<file path="src/rtl/ps2_host_tx.sv">
// ps2_host_tx: PS/2 host-to-device frame transmitter (inhibit, request-to-send, 8 data + odd parity + stop, ack check)
// Ports:
//   clk, reset            system clock, asynchronous active-low reset
//   tx_data, tx_valid     command byte and send request, accepted only while tx_ready
//   tx_ready, busy        idle / frame in progress
//   ps2_clk_in/data_in    raw PS/2 line levels
//   ps2_clk_oe/data_oe    1 pulls the corresponding open-drain line low
//   done, ack_ok, err     one-cycle end-of-frame pulse with sticky result flags
module ps2_host_tx #(
    parameter int INHIBIT_CYCLES = 12000,
    parameter int TIMEOUT_CYCLES = 2000000
) (
    input  logic       clk,
    input  logic       reset,
    input  logic [7:0] tx_data,
    input  logic       tx_valid,
    output logic       tx_ready,
    input  logic       ps2_clk_in,
    input  logic       ps2_data_in,
    output logic       ps2_clk_oe,
    output logic       ps2_data_oe,
    output logic       busy,
    output logic       done,
    output logic       ack_ok,
    output logic       err
);
    localparam int CMAX = INHIBIT_CYCLES > TIMEOUT_CYCLES ? INHIBIT_CYCLES : TIMEOUT_CYCLES;
    localparam int CW = $clog2(CMAX + 1);

    typedef enum logic [2:0] {IDLE, INHIBIT, REQUEST, SEND, ACK, WAIT_IDLE} state_t;
    state_t state, state_nx;

    logic [1:0]    clk_s, data_s;
    logic          clk_d;
    logic [9:0]    frame;
    logic [3:0]    idx;
    logic          cur_bit;
    logic [CW-1:0] cnt;
    logic          fe, line_idle, inhibit_end, timeout;

    assign fe          = clk_d & ~clk_s[1];
    assign line_idle   = clk_s[1] & data_s[1];
    assign inhibit_end = cnt == CW'(INHIBIT_CYCLES - 1);
    // a device edge in the same cycle as the limit counts as activity, not a timeout
    assign timeout     = (state inside {SEND, ACK, WAIT_IDLE}) && !fe && cnt == CW'(TIMEOUT_CYCLES);

    always_ff @(posedge clk or negedge reset) begin
        if (!reset) state <= IDLE;
        else        state <= state_nx;
    end

    always_comb begin
        state_nx = state;
        case (state)
            IDLE:      state_nx = tx_valid ? INHIBIT : IDLE;
            INHIBIT:   state_nx = inhibit_end ? REQUEST : INHIBIT;
            REQUEST:   state_nx = SEND;
            SEND:      state_nx = timeout ? IDLE : (fe && idx == 4'd9) ? ACK : SEND;
            ACK:       state_nx = timeout ? IDLE : fe ? WAIT_IDLE : ACK;
            WAIT_IDLE: state_nx = (timeout || line_idle) ? IDLE : WAIT_IDLE;
            default:   state_nx = IDLE;
        endcase
    end

    always_comb begin
        tx_ready    = state == IDLE;
        busy        = state != IDLE;
        ps2_clk_oe  = state == INHIBIT || state == REQUEST;
        // start bit is asserted in REQUEST and held until the first device edge
        ps2_data_oe = state == REQUEST || (state == SEND && !cur_bit);
    end

    always_ff @(posedge clk or negedge reset) begin
        if (!reset) begin
            clk_s   <= 2'b11;
            data_s  <= 2'b11;
            clk_d   <= 1'b1;
            frame   <= '0;
            idx     <= '0;
            cur_bit <= 1'b1;
            cnt     <= '0;
            done    <= 1'b0;
            ack_ok  <= 1'b0;
            err     <= 1'b0;
        end else begin
            clk_s   <= {clk_s[0], ps2_clk_in};
            data_s  <= {data_s[0], ps2_data_in};
            clk_d   <= clk_s[1];
            done    <= timeout || (state == WAIT_IDLE && line_idle);
            // the inhibit hold pulls the clock low itself, so edges there must not disturb the count
            cnt     <= (state == IDLE || state == REQUEST || (fe && state != INHIBIT)) ? '0 : cnt + 1'b1;
            if (state == IDLE && tx_valid) begin
                frame  <= {1'b1, ~^tx_data, tx_data};
                ack_ok <= 1'b0;
                err    <= 1'b0;
            end
            if (state == REQUEST) begin
                idx     <= '0;
                cur_bit <= 1'b0;
            end else if (state == SEND && fe) begin
                idx     <= idx + 1'b1;
                cur_bit <= frame[idx];
            end
            if (state == ACK && fe) begin
                ack_ok <= ~data_s[1];
                err    <= data_s[1];
            end
            if (timeout) begin
                ack_ok <= 1'b0;
                err    <= 1'b1;
            end
        end
    end
endmodule

</file>
<file path="config.mk">
export PLATFORM = sky130hd
export DESIGN_NAME = ps2_host_tx
export DESIGN_NICKNAME = d
export VERILOG_FILES = /design/src/rtl/ps2_host_tx.sv
export SDC_FILE = /design/constraint.sdc
export NUM_CORES = 1
export LEC_CHECK = 0
export CORE_UTILIZATION = 45
export DETAILED_ROUTE_END_ITERATION = 12
export PLACE_DENSITY = 0.65
export SYNTH_ARGS = -nofsm -noshare
export SYNTH_HDL_FRONTEND = slang
export SYNTH_SLANG_ARGS = --single-unit
export TNS_END_PERCENT = 10
</file>
<file path="constraint.sdc">
create_clock -name clk -period 2.2 [get_ports clk]
set_input_delay 0.22 -clock clk [delete_from_list [all_inputs] [get_ports clk]]
set_output_delay 0.22 -clock clk [all_outputs]
set_load 0.01 [all_outputs]
</file>
==> run summary <==
outcome: finished with violations
failing checks: negative hold slack
Worst Path Arrival: 2.33 ns
DR iter-0 viols: 84
RSZ-0062 raised after global routing: no
Fill cells: 469
WL/cell: 13.3 um
Async SR Flop Fraction: 100%
WL final: 4460 um
initial antenna violation count: 0
synthesized area per cell: 10.2 um2
Critical R2R Launch: cnt[5]
post-synthesis sequential area ratio: 49.3%
final core occ: 55.0%
CTS tree: yes
Pwr Density: 527 mW/mm2
number of global-route vias before repair: 1588
period utilisation layout: 96.6%
LEAKAGE: 1.18 nW
GRT Residual Overflow: 0
final setup vio count: 0
crit path kind: reg -> reg
Syn Std Cell Area: 0.00240 mm2
Max clock buf depth: 2
critical path startpoint category: flip-flop
clk root buf: clkbuf_8
Worst Setup End Kind: flip-flop
Syn Inst Count: 236
Antenna diodes: 0
CP Max Fanout: 5
GRT Overall Usage: 17.9%
commonest cells after routing, fill and taps aside: dfrtp_1 (41), nor2_1 (24), xnor2_1 (18), clkdlybuf4s50_1 (18), nand3_1 (14)
number of CTS-inserted buffers: 5
worst slew pin tran: 0.588 ns
Final Net Count: 281
synth top area cells: dfrtp_1 (43%), dfstp_2 (6.6%), xnor2_1 (6.6%), mux2_2 (4.2%), nor2_1 (3.8%)
Synth top area share: 42.8%
Final ANT Viol Nets: 0
# Max-Cap Violations: 0
Yosys cell types: 42
core area: 0.00511 mm2
# rows: 26
f_max: 470 MHz
worst relative slew slack: 60.8%
width of the die: 75.0 um
crit path time final: 2.13 ns
Initial Util: 47.0%
H-tree depth: 2
hold buffer count at CTS: 0
clock slew seen by the registers of the worst setup and hold paths: 0.10 ns
synthesis-stage register bit count: 47
GPL Wtd Cong: 0.816
Top FF cell, synth: dfrtp_1
R2R Setup Slk: 0.07 ns
number of buffers added on ports: 19
Final Hold Violating Endpoints: 6
Reg2Reg Capture Point: state[0]
hpwl dp: 3200 um
length of the first detailed-routing pass in iterations: 4
largest area contributor in the netlist: dfrtp_1
worst vdd ir: 0.431 mV
worst skew pair latency: 0.31 ns
worst r2r path cells: 4
first-pass GRT wire length: 7550 um
setup TNS: 0 ns
area grow syn2layout: 17.0%
pin count of the biggest net entering global routing: 48
Slew Viols, Final: 0
die height: 75.0 um
Post-Route Skew: 0.0171 ns
share of cells above drive strength 1: 15.5%
Worst setup startpoint: cnt[5]
Post-synth EDFFs: 0
Remaining DRCs: 0
total number of vias: 1748
clk sink count: 47
CP required: 2.40 ns
Syn. warnings: 0
commonest non-fill, non-tap cell in the layout: dfrtp_1
worst setup path end: state[0]
path category of the worst min-delay check: in -> async
Final Hold Slack: -0.0201 ns
vias per cell: 5.22
IO Pins: 20
die area: 0.00563 mm2
syn_nets: 253
==> area by class of cell <==
type | count | area (um2) | share of cell area [%]
inverters | 11 | 41.3 | 1.47
multi-input cells | 171 | 1150 | 41.0
repair buffers | 28 | 253 | 9.00
well taps | 70 | 87.6 | 3.12
clock buffers | 5 | 68.8 | 2.45
flip-flops and latches | 47 | 1180 | 42.2
clock inverters | 3 | 22.5 | 0.802
==> registers in the layout (all words and copies together), names as in the netlist <==
name and count:
clk_s 2, ack_ok 1, cnt 21, err 1, idx 4, clk_d 1
data_s 2, frame 10, cur_bit 1, done 1, state 3
==> layer usage <==
layer | vias to the layer above | routed length, um | track usage [%]
met5 | - | 0 | 0
met4 | 0 | 63 | 5.03
met3 | 5 | 108 | 3.61
met2 | 27 | 2000 | 26.9
met1 | 823 | 2290 | 26.2
li1 | 893 | - | -
==> power breakdown <==
part | total (mW) | leakage (nW) | internal, mW | switching, mW
clock network | 0.535 | 0.0485 | 0.228 | 0.307
registers | 0.875 | 0.611 | 0.872 | 0.00308
logic | 0.0688 | 0.519 | 0.0348 | 0.0340
total | 1.48 | 1.18 | 1.13 | 0.344
==> worst max-delay path, stage by stage (launching register included) <==
cell      delay [ns]
dfrtp_1         0.39
or4b_4          0.54
a2111o_1        0.41
or3_4           0.37
a221o_1         0.32
==> how the worst min path moves through the flow <==
stage / depth (start not counted) / slack [ns] / to / start
6_report: 2 / -0.02 / done / reset
5_1_grt: 2 / 0.05 / cnt[8] / reset
4_1_cts: 2 / 0.01 / done / reset
3_5_place_dp: 2 / 0.35 / cnt[17] / reset
3_3_place_gp: 2 / 0.35 / cnt[18] / reset
2_1_floorplan: 0 / -0.08 / ack_ok / reset
==> per-stage QoR <==
step	cells	worst slack (ns)	instance area [um2]	power, mW	hold slack (ns)
after floorplan	236	0.0749	2400	0.916	-0.0756
after global placement	326	0.0716	2710	0.962	0.346
after detailed placement	326	0.0496	2710	0.963	0.348
after CTS	334	0.0382	2800	1.49	0.0133
after global routing	335	0.00916	2810	1.54	0.0518
final	335	0.0742	2810	1.48	-0.0201
==> cell usage after synthesis, types with 2 or more instances <==
| cell type | n |
|---|---|
| a21oi_1 | 11 |
| a31oi_1 | 3 |
| and2_1 | 2 |
| and4_1 | 2 |
| buf_1 | 2 |
| clkbuf_1 | 4 |
| dfrtp_1 | 41 |
| dfstp_2 | 6 |
| ha_1 | 4 |
| inv_1 | 11 |
| mux2_2 | 9 |
| mux2i_1 | 2 |
| mux4_2 | 2 |
| nand2_1 | 11 |
| nand2b_1 | 8 |
| nand3_1 | 14 |
| nand4_1 | 7 |
| nor2_1 | 24 |
| nor2b_1 | 2 |
| nor3_1 | 7 |
| nor4_1 | 4 |
| o21ai_0 | 8 |
| o31ai_1 | 2 |
| or2_2 | 3 |
| or3_1 | 9 |
| or4_1 | 2 |
| xnor2_1 | 18 |
| xor2_1 | 4 |
==> cells by family (layout without fill, tap and decap cells) <==
family / Yosys count / in the layout / share of synthesized area [%]
AND/OR/NAND/NOR: 100 / 100 / 22.4
multiplexers: 13 / 13 / 6.93
XOR/XNOR: 22 / 22 / 8.03
adder cells (fa/ha/maj): 4 / 4 / 2.09
flip-flops: 47 / 47 / 49.3
AO/OA/AOI/OAI: 32 / 32 / 8.39
buffers and inverters: 18 / 47 / 2.87
==> repair_timing <==
action	in CTS	in global routing
gates resized for setup	0	1
setup buffers	0	1
setup endpoints to repair	0	1
No activity file was read; power rests on OpenSTA's default activity.
